<file path="config.mk">
export PLATFORM = sky130hd
export DESIGN_NAME = pad_power_sequencer
export DESIGN_NICKNAME = d
export VERILOG_FILES = /design/src/rtl/pwrseq_pkg.sv /design/src/rtl/pwrseq_filter.sv /design/src/rtl/pad_power_sequencer.sv
export SDC_FILE = /design/constraint.sdc
export NUM_CORES = 1
export LEC_CHECK = 0
export ABC_AREA = 1
export BUFFER_PORTS_ARGS = -buffer_cell sky130_fd_sc_hd__buf_2
export CORE_MARGIN = 4
export CORE_UTILIZATION = 55
export CTS_BUF_LIST = sky130_fd_sc_hd__clkbuf_4 sky130_fd_sc_hd__clkbuf_8
export CTS_CLUSTER_SIZE = 24
export DETAILED_ROUTE_END_ITERATION = 7
export PLACE_DENSITY = 0.75
export SYNTH_ARGS = -nofsm -noshare
export SYNTH_HDL_FRONTEND = slang
export SYNTH_SLANG_ARGS = --single-unit
</file>
<file path="constraint.sdc">
create_clock -name wb_clk_i -period 2.17 [get_ports wb_clk_i]
set_clock_uncertainty 0.2 [all_clocks]
set_input_delay 0.1085 -clock wb_clk_i [delete_from_list [all_inputs] [get_ports wb_clk_i]]
set_output_delay 0.1085 -clock wb_clk_i [all_outputs]
set_load 0.01 [all_outputs]
</file>
<file path="src/rtl/pwrseq_pkg.sv">
// Shared state encoding and timing defaults for the pad power sequencer.
package pwrseq_pkg;

   localparam int DEBOUNCE_CYC_DEF  = 16;
   localparam int IO_SETTLE_CYC_DEF = 32;

   typedef enum logic [2:0] {
      ST_OFF       = 3'd0,
      ST_WAIT_IO   = 3'd1,
      ST_WAIT_CORE = 3'd2,
      ST_IO_SETTLE = 3'd3,
      ST_ON        = 3'd4,
      ST_FAULT     = 3'd5
   } pwr_state_t;

   function automatic logic pads_on(input pwr_state_t s);
      return (s == ST_IO_SETTLE) || (s == ST_ON);
   endfunction

endpackage

</file>
<file path="src/rtl/pwrseq_filter.sv">
// Two-flop synchronizer plus debounce for one asynchronous power-good flag.
module pwrseq_filter
   import pwrseq_pkg::*;
#(
   parameter int DEBOUNCE_CYC = DEBOUNCE_CYC_DEF
) (
   input  logic clk,
   input  logic rst,
   input  logic raw,
   output logic filt
);

   localparam int CW = $clog2(DEBOUNCE_CYC) + 1;
   localparam logic [CW-1:0] LAST = CW'(DEBOUNCE_CYC - 1);

   logic          meta;
   logic          sampled;
   logic [CW-1:0] cnt;

   // Count consecutive samples that disagree with the accepted level.
   always_ff @(posedge clk) begin
      if (rst) begin
         meta    <= 1'b0;
         sampled <= 1'b0;
         cnt     <= '0;
         filt    <= 1'b0;
      end else begin
         meta    <= raw;
         sampled <= meta;
         if (sampled == filt) begin
            cnt <= '0;
         end else if (cnt == LAST) begin
            cnt  <= '0;
            filt <= sampled;
         end else begin
            cnt <= cnt + CW'(1);
         end
      end
   end

endmodule

</file>
<file path="src/rtl/pad_power_sequencer.sv">
// Pad-ring / core power-up sequencer with filtered power-good inputs.
// Define PWRSEQ_FAULT_LATCH_EN to latch power-good loss in FAULT.
module pad_power_sequencer
   import pwrseq_pkg::*;
#(
   parameter int DEBOUNCE_CYC  = DEBOUNCE_CYC_DEF,
   parameter int IO_SETTLE_CYC = IO_SETTLE_CYC_DEF
) (
   input  logic       wb_clk_i,
   input  logic       wb_rst_i,
   input  logic       vddio_good_i,
   input  logic       vccd_good_i,
   input  logic       force_off_i,
   input  logic       fault_clr_i,
   output logic       io_pad_en_o,
   output logic       core_rst_n_o,
   output logic       pwr_ready_o,
   output logic       fault_o,
   output logic [2:0] state_o
);

   localparam int SW = $clog2(IO_SETTLE_CYC) + 1;
   localparam logic [SW-1:0] SETTLE_LAST = SW'(IO_SETTLE_CYC - 1);
   localparam logic [SW-1:0] SETTLE_MAX  = '1;

`ifdef PWRSEQ_FAULT_LATCH_EN
   localparam pwr_state_t LOSS_ST = ST_FAULT;
`else
   localparam pwr_state_t LOSS_ST = ST_OFF;
`endif

   pwr_state_t    state;
   pwr_state_t    state_nxt;
   logic [SW-1:0] settle;
   logic [SW-1:0] settle_nxt;
   logic          vddio_ok;
   logic          vccd_ok;
   logic          pg_ok;

   pwrseq_filter #(.DEBOUNCE_CYC(DEBOUNCE_CYC)) u_vddio (
      .clk  (wb_clk_i),
      .rst  (wb_rst_i),
      .raw  (vddio_good_i),
      .filt (vddio_ok)
   );

   pwrseq_filter #(.DEBOUNCE_CYC(DEBOUNCE_CYC)) u_vccd (
      .clk  (wb_clk_i),
      .rst  (wb_rst_i),
      .raw  (vccd_good_i),
      .filt (vccd_ok)
   );

   assign pg_ok = vddio_ok & vccd_ok;

   // force_off_i is checked first so it wins over a simultaneous loss.
   always_comb begin
      state_nxt = state;
      unique case (state)
         ST_OFF: begin
            if (!force_off_i) state_nxt = ST_WAIT_IO;
         end
         ST_WAIT_IO: begin
            if (force_off_i)   state_nxt = ST_OFF;
            else if (vddio_ok) state_nxt = ST_WAIT_CORE;
         end
         ST_WAIT_CORE: begin
            if (force_off_i)    state_nxt = ST_OFF;
            else if (!vddio_ok) state_nxt = LOSS_ST;
            else if (vccd_ok)   state_nxt = ST_IO_SETTLE;
         end
         ST_IO_SETTLE: begin
            if (force_off_i)  state_nxt = ST_OFF;
            else if (!pg_ok)  state_nxt = LOSS_ST;
            else if (settle == SETTLE_LAST)
               state_nxt = ST_ON;
         end
         ST_ON: begin
            if (force_off_i) state_nxt = ST_OFF;
            else if (!pg_ok) state_nxt = LOSS_ST;
         end
         ST_FAULT: begin
            if (fault_clr_i) state_nxt = ST_OFF;
         end
         default: state_nxt = ST_OFF;
      endcase
   end

   always_comb begin
      settle_nxt = '0;
      if (state == ST_IO_SETTLE && state_nxt == ST_IO_SETTLE)
         settle_nxt = (settle == SETTLE_MAX) ? settle : settle + SW'(1);
   end

   // Outputs decode the next state so they change with the state register.
   always_ff @(posedge wb_clk_i) begin
      if (wb_rst_i) begin
         state        <= ST_OFF;
         settle       <= '0;
         io_pad_en_o  <= 1'b0;
         core_rst_n_o <= 1'b0;
         pwr_ready_o  <= 1'b0;
      end else begin
         state        <= state_nxt;
         settle       <= settle_nxt;
         io_pad_en_o  <= pads_on(state_nxt);
         core_rst_n_o <= (state_nxt == ST_ON);
         pwr_ready_o  <= (state_nxt == ST_ON);
      end
   end

`ifdef PWRSEQ_FAULT_LATCH_EN
   logic fault_q;

   always_ff @(posedge wb_clk_i) begin
      if (wb_rst_i) fault_q <= 1'b0;
      else          fault_q <= (state_nxt == ST_FAULT);
   end

   assign fault_o = fault_q;
`else
   assign fault_o = 1'b0;
`endif

   assign state_o = state;

endmodule

</file>
==> results.py, run 1 <==
metrics = {
    "synthesis": {
        "yosys_warnings": 0,
        "synth_ff_type": "dfxtp_1",
        "synth-seq-cells": 27,
        "yosysSeqAreaShare_pct": 43.5,
        "synthTopCellsByArea": "dfxtp_1, nor2_1, inv_1, nand2_1, ha_1",
        "yosysUniqueCellTypes": 27,
        "synth_top_area_share_pct": 43.5,
        "synth_cells": 151,
        "synth_common_cells": "dfxtp_1, nor2_1, inv_1",
        "avgSynthCellArea_um2": 8.22,
        "synthMostInstantiatedCell": "dfxtp_1",
        "syn_nets": 162,
        "synth_area_mm2": 0.00124,
        "ys_async_sr_fraction_pct": 0,
        "synth_enable_flop_cells": 0,
        "synth_top_cell_by_area": "dfxtp_1",
    },
    "clock_network": {
        "clk_latency_ns": 0.31,
        "cts_root_buf": "clkbuf_4",
        "cts_tree": "yes",
        "cts_buffer_depth": 2,
        "cts_made_buffers": 3,
        "clock_sinks": 27,
        "h-tree-depth": 1,
        "path_clk_slew_ns": 0.13,
    },
    "cells_and_area": {
        "nets": 183,
        "syn2layout_area_growth_pct": 14.1,
        "instances_no_fill": 198,
        "drive_above_1_share_pct": 24.0,
        "diodes": 0,
    },
    "setup_path": {
        "crit_buf_inv": 1,
        "critPathMostFrequentCell": "nand2_1",
        "critPathMaxStageDelay_ns": 0.54,
        "path_class": "flop to flop",
        "crit_fanout": 4,
        "cp_slowest_cell": "dlygate4sd3_1",
        "end_kind": "flop",
        "crit_family": "buffers and inverters",
        "crit_required_ns": 2.24,
        "path_cells": "ha_2, nand3_2, nor2_4, nand2_1, nand2_1, nand2_2, a21oi_2, dlygate4sd3_1",
        "critPathLaunchType": "flop",
        "cp.arrival_ns": 2.07,
    },
    "routing": {
        "wl_um": 2010,
        "dr.pass1.iters": 4,
        "ant_nets": 0,
        "wl_per_cell_um": 10.2,
        "drt_iter0_drc": 3,
        "drc": 0,
        "num_vias": 942,
        "viasPerCell": 4.76,
    },
    "timing": {
        "hold_viol": 0,
        "fmax_mhz": 499,
        "setup_viol": 0,
        "finalMaxSlewViolations": 0,
        "fin_crit_sh_pct": 92.4,
        "grt_setup_unrepaired": "no",
        "finalWorstSetupSlack_ns": 0.166,
        "fin_setup_tns_ns": 0,
        "min_period_ns": 2.00,
    },
    "placement": {
        "placed_cells": 186,
        "port_buffers": 11,
        "dpl.hpwl_um": 1570,
        "place_ws_ns": 0.480,
        "gp_congestion": 0.768,
    },
    "pwr": {
        "p_switching_mw": 0.157,
        "clkPwrFrac_pct": 29.2,
        "cellLeakagePower_nw": 0.562,
        "p_seq_share_pct": 66.6,
        "swShare_pct": 20.7,
        "p_comb_share_pct": 4.2,
        "irDropWorstVdd_mv": 0.487,
        "p_per_area_mw_per_mm2": 536,
        "p_int_mw": 0.602,
    },
    "run_status": {
        "outcome": "completed",
    },
    "floorplan": {
        "boundaryPins": 13,
        "start_util_pct": 60.8,
        "die_y_um": 55.5,
        "fp.coreArea_mm2": 0.00204,
        "die_w_um": 55.5,
        "die-area_mm2": 0.00308,
        "rows": 16,
    },
    "grt": {
        "grtUsageTotal_pct": 14.5,
        "grt_max_degree": 15,
        "overflow": 0,
        "antenna_found_initial": 0,
        "grt_pass1_wl_um": 3700,
        "grt_pass1_vias": 919,
    },
    "min_path": {
        "hold_class": "flop to flop",
    },
    "job": {
        "drv_cap": 0,
    },
}
[worst min-delay path: stages (launching register included)]
cell     delay [ns]
dfxtp_1        0.32
inv_1          0.04
nor2_1         0.03
[power by group through the flow]
stage	Combinational, mW	Clock [mW]	Sequential [mW]
final	0.0319	0.222	0.506
after global placement	0.0217	0	0.516
after detailed placement	0.0225	0	0.517
after global routing	0.0372	0.250	0.507
after floorplan	0.0172	0	0.516
after CTS	0.0320	0.228	0.506
[layer usage]
layer / wire [um] / vias to the layer above / GRT usage (%)
met3: 70 / 4 / 3.03
met1: 930 / 414 / 17.0
li1: - / 512 / -
met2: 977 / 12 / 25.3
met4: 31 / 0 / 6.25
met5: 0 / - / 0
[area by class of cell]
type	count	area, um^2
flip-flops and latches	27	541
fillers	173	626
repair buffers	19	135
multi-input cells	96	583
inverters	25	93.8
well taps	27	33.8
clock buffers	4	30.0
[cell usage in the layout, fill, tap and decap left out, drive strengths merged, types with 2 or more instances in the layout]
master	synthesis	layout
nor2	28	28
dfxtp	27	27
inv	24	24
nand2	23	23
a21oi	13	13
nand3	12	12
buf	3	11
dlygate4sd3	0	8
o21ai	5	5
ha	5	5
clkbuf	0	4
nand4	2	2
o211ai	2	2
nor3b	2	2
[cell families (layout without fill, tap and decap cells)]
logic type                 Yosys count  in the layout  share of synthesized area [%]
DFF                                 27             27                           43.5
buffers and inverters               28             48                           9.68
adders and majority gates            5              5                           5.04
other                                1              1                          0.302
xor gates and xnor gates             2              2                           1.41
and+or+nand+nor                     68             68                           29.7
AOI/OAI and AO/OA                   20             20                           10.3
[through the flow]
stage	hold WS [ns]	util, %	total power [mW]	cell area, um^2
finish	0.210	69.4	0.759	1420
global route	0.228	69.4	0.794	1420
CTS	0.211	69.2	0.766	1410
detailed placement	0.114	63.8	0.539	1300
global placement	0.111	63.8	0.538	1300
floorplan	0.0155	-	0.534	1240
[registers in the layout, indices dropped and copies added (netlist names), 3 cells and up]
name and flops:
settle 6, state_o 3, u_vccd.cnt 5, u_vddio.cnt 5
[timing repair]
action,4_1_cts,5_1_grt
gates resized for setup,0,1
hold buffers,8,0
hold endpoints to repair,9,0
setup buffers,0,0
endpoints found under the setup margin,0,1
[final timing paths]
kind,startpoint,endpoint,slack [ns],cells after the start
worst max-delay path,settle[0]$_SDFFE_PP0P_,state_o[2]$_SDFF_PP0_,0.17,8
worst max register to register,settle[0]$_SDFFE_PP0P_,state_o[2]$_SDFF_PP0_,0.17,8
worst min register to register,u_vddio.meta$_SDFF_PP0_,u_vddio.sampled$_SDFF_PP0_,0.21,2
worst min-delay path,u_vddio.meta$_SDFF_PP0_,u_vddio.sampled$_SDFF_PP0_,0.21,2
(Power assumes the default switching activity.)
==> inputs of run 2 (changes only) <==
Settings changed: PLACE_DENSITY 0.75 to unset, PLACE_DENSITY_LB_ADDON set to 0.08.
==> results.py, run 2 (synthesis gave the netlist of run 1 again) <==
metrics = {
    "job": {
        "drv_cap": 0,
    },
    "clock_network": {
        "h-tree-depth": 1,
        "cts_setup_buffers": 0,
        "cts_root_buf": "clkbuf_4",
        "path_clk_slew_ns": 0.14,
        "clk_latency_ns": 0.31,
        "cts_buffer_depth": 2,
        "cts_made_buffers": 3,
        "cts_tree": "yes",
        "clock_sinks": 27,
    },
    "floorplan": {
        "fp.coreArea_mm2": 0.00204,
        "start_util_pct": 60.8,
        "die_w_um": 55.5,
        "die-area_mm2": 0.00308,
        "boundaryPins": 13,
        "die_y_um": 55.5,
        "rows": 16,
    },
    "timing": {
        "finalWorstSetupSlack_ns": 0.178,
        "hold_ws_ns": 0.211,
        "fin_setup_tns_ns": 0,
        "setup_viol": 0,
        "fin_crit_sh_pct": 91.8,
        "grt_setup_unrepaired": "no",
        "hold_viol": 0,
        "finalMaxSlewViolations": 0,
        "fmax_mhz": 502,
        "min_period_ns": 1.99,
    },
    "placement": {
        "placed_cell_area_mm2": 0.00130,
        "port_buffers": 11,
        "place_ws_ns": 0.508,
        "gp_congestion": 0.791,
        "dpl.hpwl_um": 1500,
    },
    "cells_and_area": {
        "diodes": 0,
        "mostFrequentLayoutCell": "dfxtp_1",
        "largest_register": "settle",
        "top_regs": "settle x6, u_vccd.cnt x5, u_vddio.cnt x5",
        "fill_cells": 179,
        "layout_common_cells": "dfxtp_1, nor2_1, inv_1",
        "drive_above_1_share_pct": 24.0,
        "fin_area_mm2": 0.00142,
        "largest_reg_flops": 6,
        "syn2layout_area_growth_pct": 14.1,
        "nets": 183,
    },
    "routing": {
        "drc": 0,
        "drt_iter0_drc": 14,
        "wl_per_cell_um": 10.3,
        "num_vias": 979,
        "ant_nets": 0,
        "dr.pass1.iters": 5,
        "wl_um": 2040,
        "viasPerCell": 4.94,
    },
    "setup_path": {
        "timing.rr.start": "settle[0]$_SDFFE_PP0P_",
        "crit_fanout": 4,
        "path_class": "flop to flop",
        "critPathLaunch": "settle[0]$_SDFFE_PP0P_",
        "crit_required_ns": 2.24,
        "r2r_cells": 8,
        "r2r-end": "state_o[2]$_SDFF_PP0_",
        "cp.arrival_ns": 2.06,
        "critPathLaunchType": "flop",
        "end_kind": "flop",
        "rrSetupSlack_ns": 0.18,
    },
    "min_path": {
        "hold_class": "flop to flop",
        "whs_endpoint": "u_vccd.sampled$_SDFF_PP0_",
        "min_from": "u_vccd.meta$_SDFF_PP0_",
        "holdPathStages": 2,
    },
    "grt": {
        "grt_pass1_vias": 902,
        "antenna_found_initial": 0,
        "grt_pass1_wl_um": 3710,
        "grtUsageTotal_pct": 14.4,
        "overflow": 0,
        "grt_max_degree": 15,
    },
    "run_status": {
        "outcome": "completed",
    },
    "pwr": {
        "p_per_area_mw_per_mm2": 539,
        "irDropWorstVdd_mv": 0.475,
        "cellLeakagePower_nw": 0.562,
    },
}
-- run 2: cell counts in the layout (fill, tap and decap cells not counted) --
No cell type changed its count.
-- run 2: report_power, final --
group | leakage [nW] | switching (mW) | internal [mW]
Sequential | 0.219 | 0.00443 | 0.501
Combinational | 0.325 | 0.0157 | 0.0167
Clock | 0.0184 | 0.141 | 0.0843
Total | 0.562 | 0.161 | 0.602
-- run 2: metrics by stage --
step | utilization, % | cells | power, mW
floorplan | - | 151 | 0.534
global placement | 63.8 | 186 | 0.538
detailed placement | 63.8 | 186 | 0.539
CTS | 69.2 | 198 | 0.769
global route | 69.4 | 198 | 0.793
finish | 69.4 | 198 | 0.764
-- run 2: worst max-delay path, stage by stage, from the launching register on --
cell	delay, ns
dfxtp_1	0.40
ha_2	0.24
nand3_2	0.12
nor2_4	0.13
nand2_1	0.07
nand2_1	0.07
nand2_2	0.07
a21oi_2	0.11
dlygate4sd3_1	0.55
-- run 2: cell type report --
class                   count  area [um^2]  area share [%]
clock buffers               4         30.0            2.12
repair buffers             19          135            9.54
well taps                  27         33.8            2.39
flip-flops and latches     27          541            38.2
inverters                  25         93.8            6.63
multi-input cells          96          583            41.2
-- run 2: worst max-delay path by stage --
| stage | end | slack [ns] |
|---|---|---|
| floorplan | u_vccd.cnt[2]$_SDFF_PP0_ | 0.64 |
| global placement | u_vccd.cnt[2]$_SDFF_PP0_ | 0.58 |
| detailed placement | u_vddio.cnt[2]$_SDFF_PP0_ | 0.51 |
| CTS | state_o[2]$_SDFF_PP0_ | 0.14 |
| global route | state_o[2]$_SDFF_PP0_ | 0.02 |
| finish | state_o[2]$_SDFF_PP0_ | 0.18 |
-- run 2: repair_timing --
item,CTS,global route
gates resized for setup,0,1
setup endpoints to repair,0,1
hold endpoints to repair,9,0
hold buffers,8,0
-- run 2: per-layer routing --
layer	vias to the layer above	global-route usage [%]	share of wire [%]
met5	-	0	0
li1	515	-	-
met4	0	4.17	0
met3	0	2.33	4.2
met1	442	18.7	47
met2	22	24.5	49
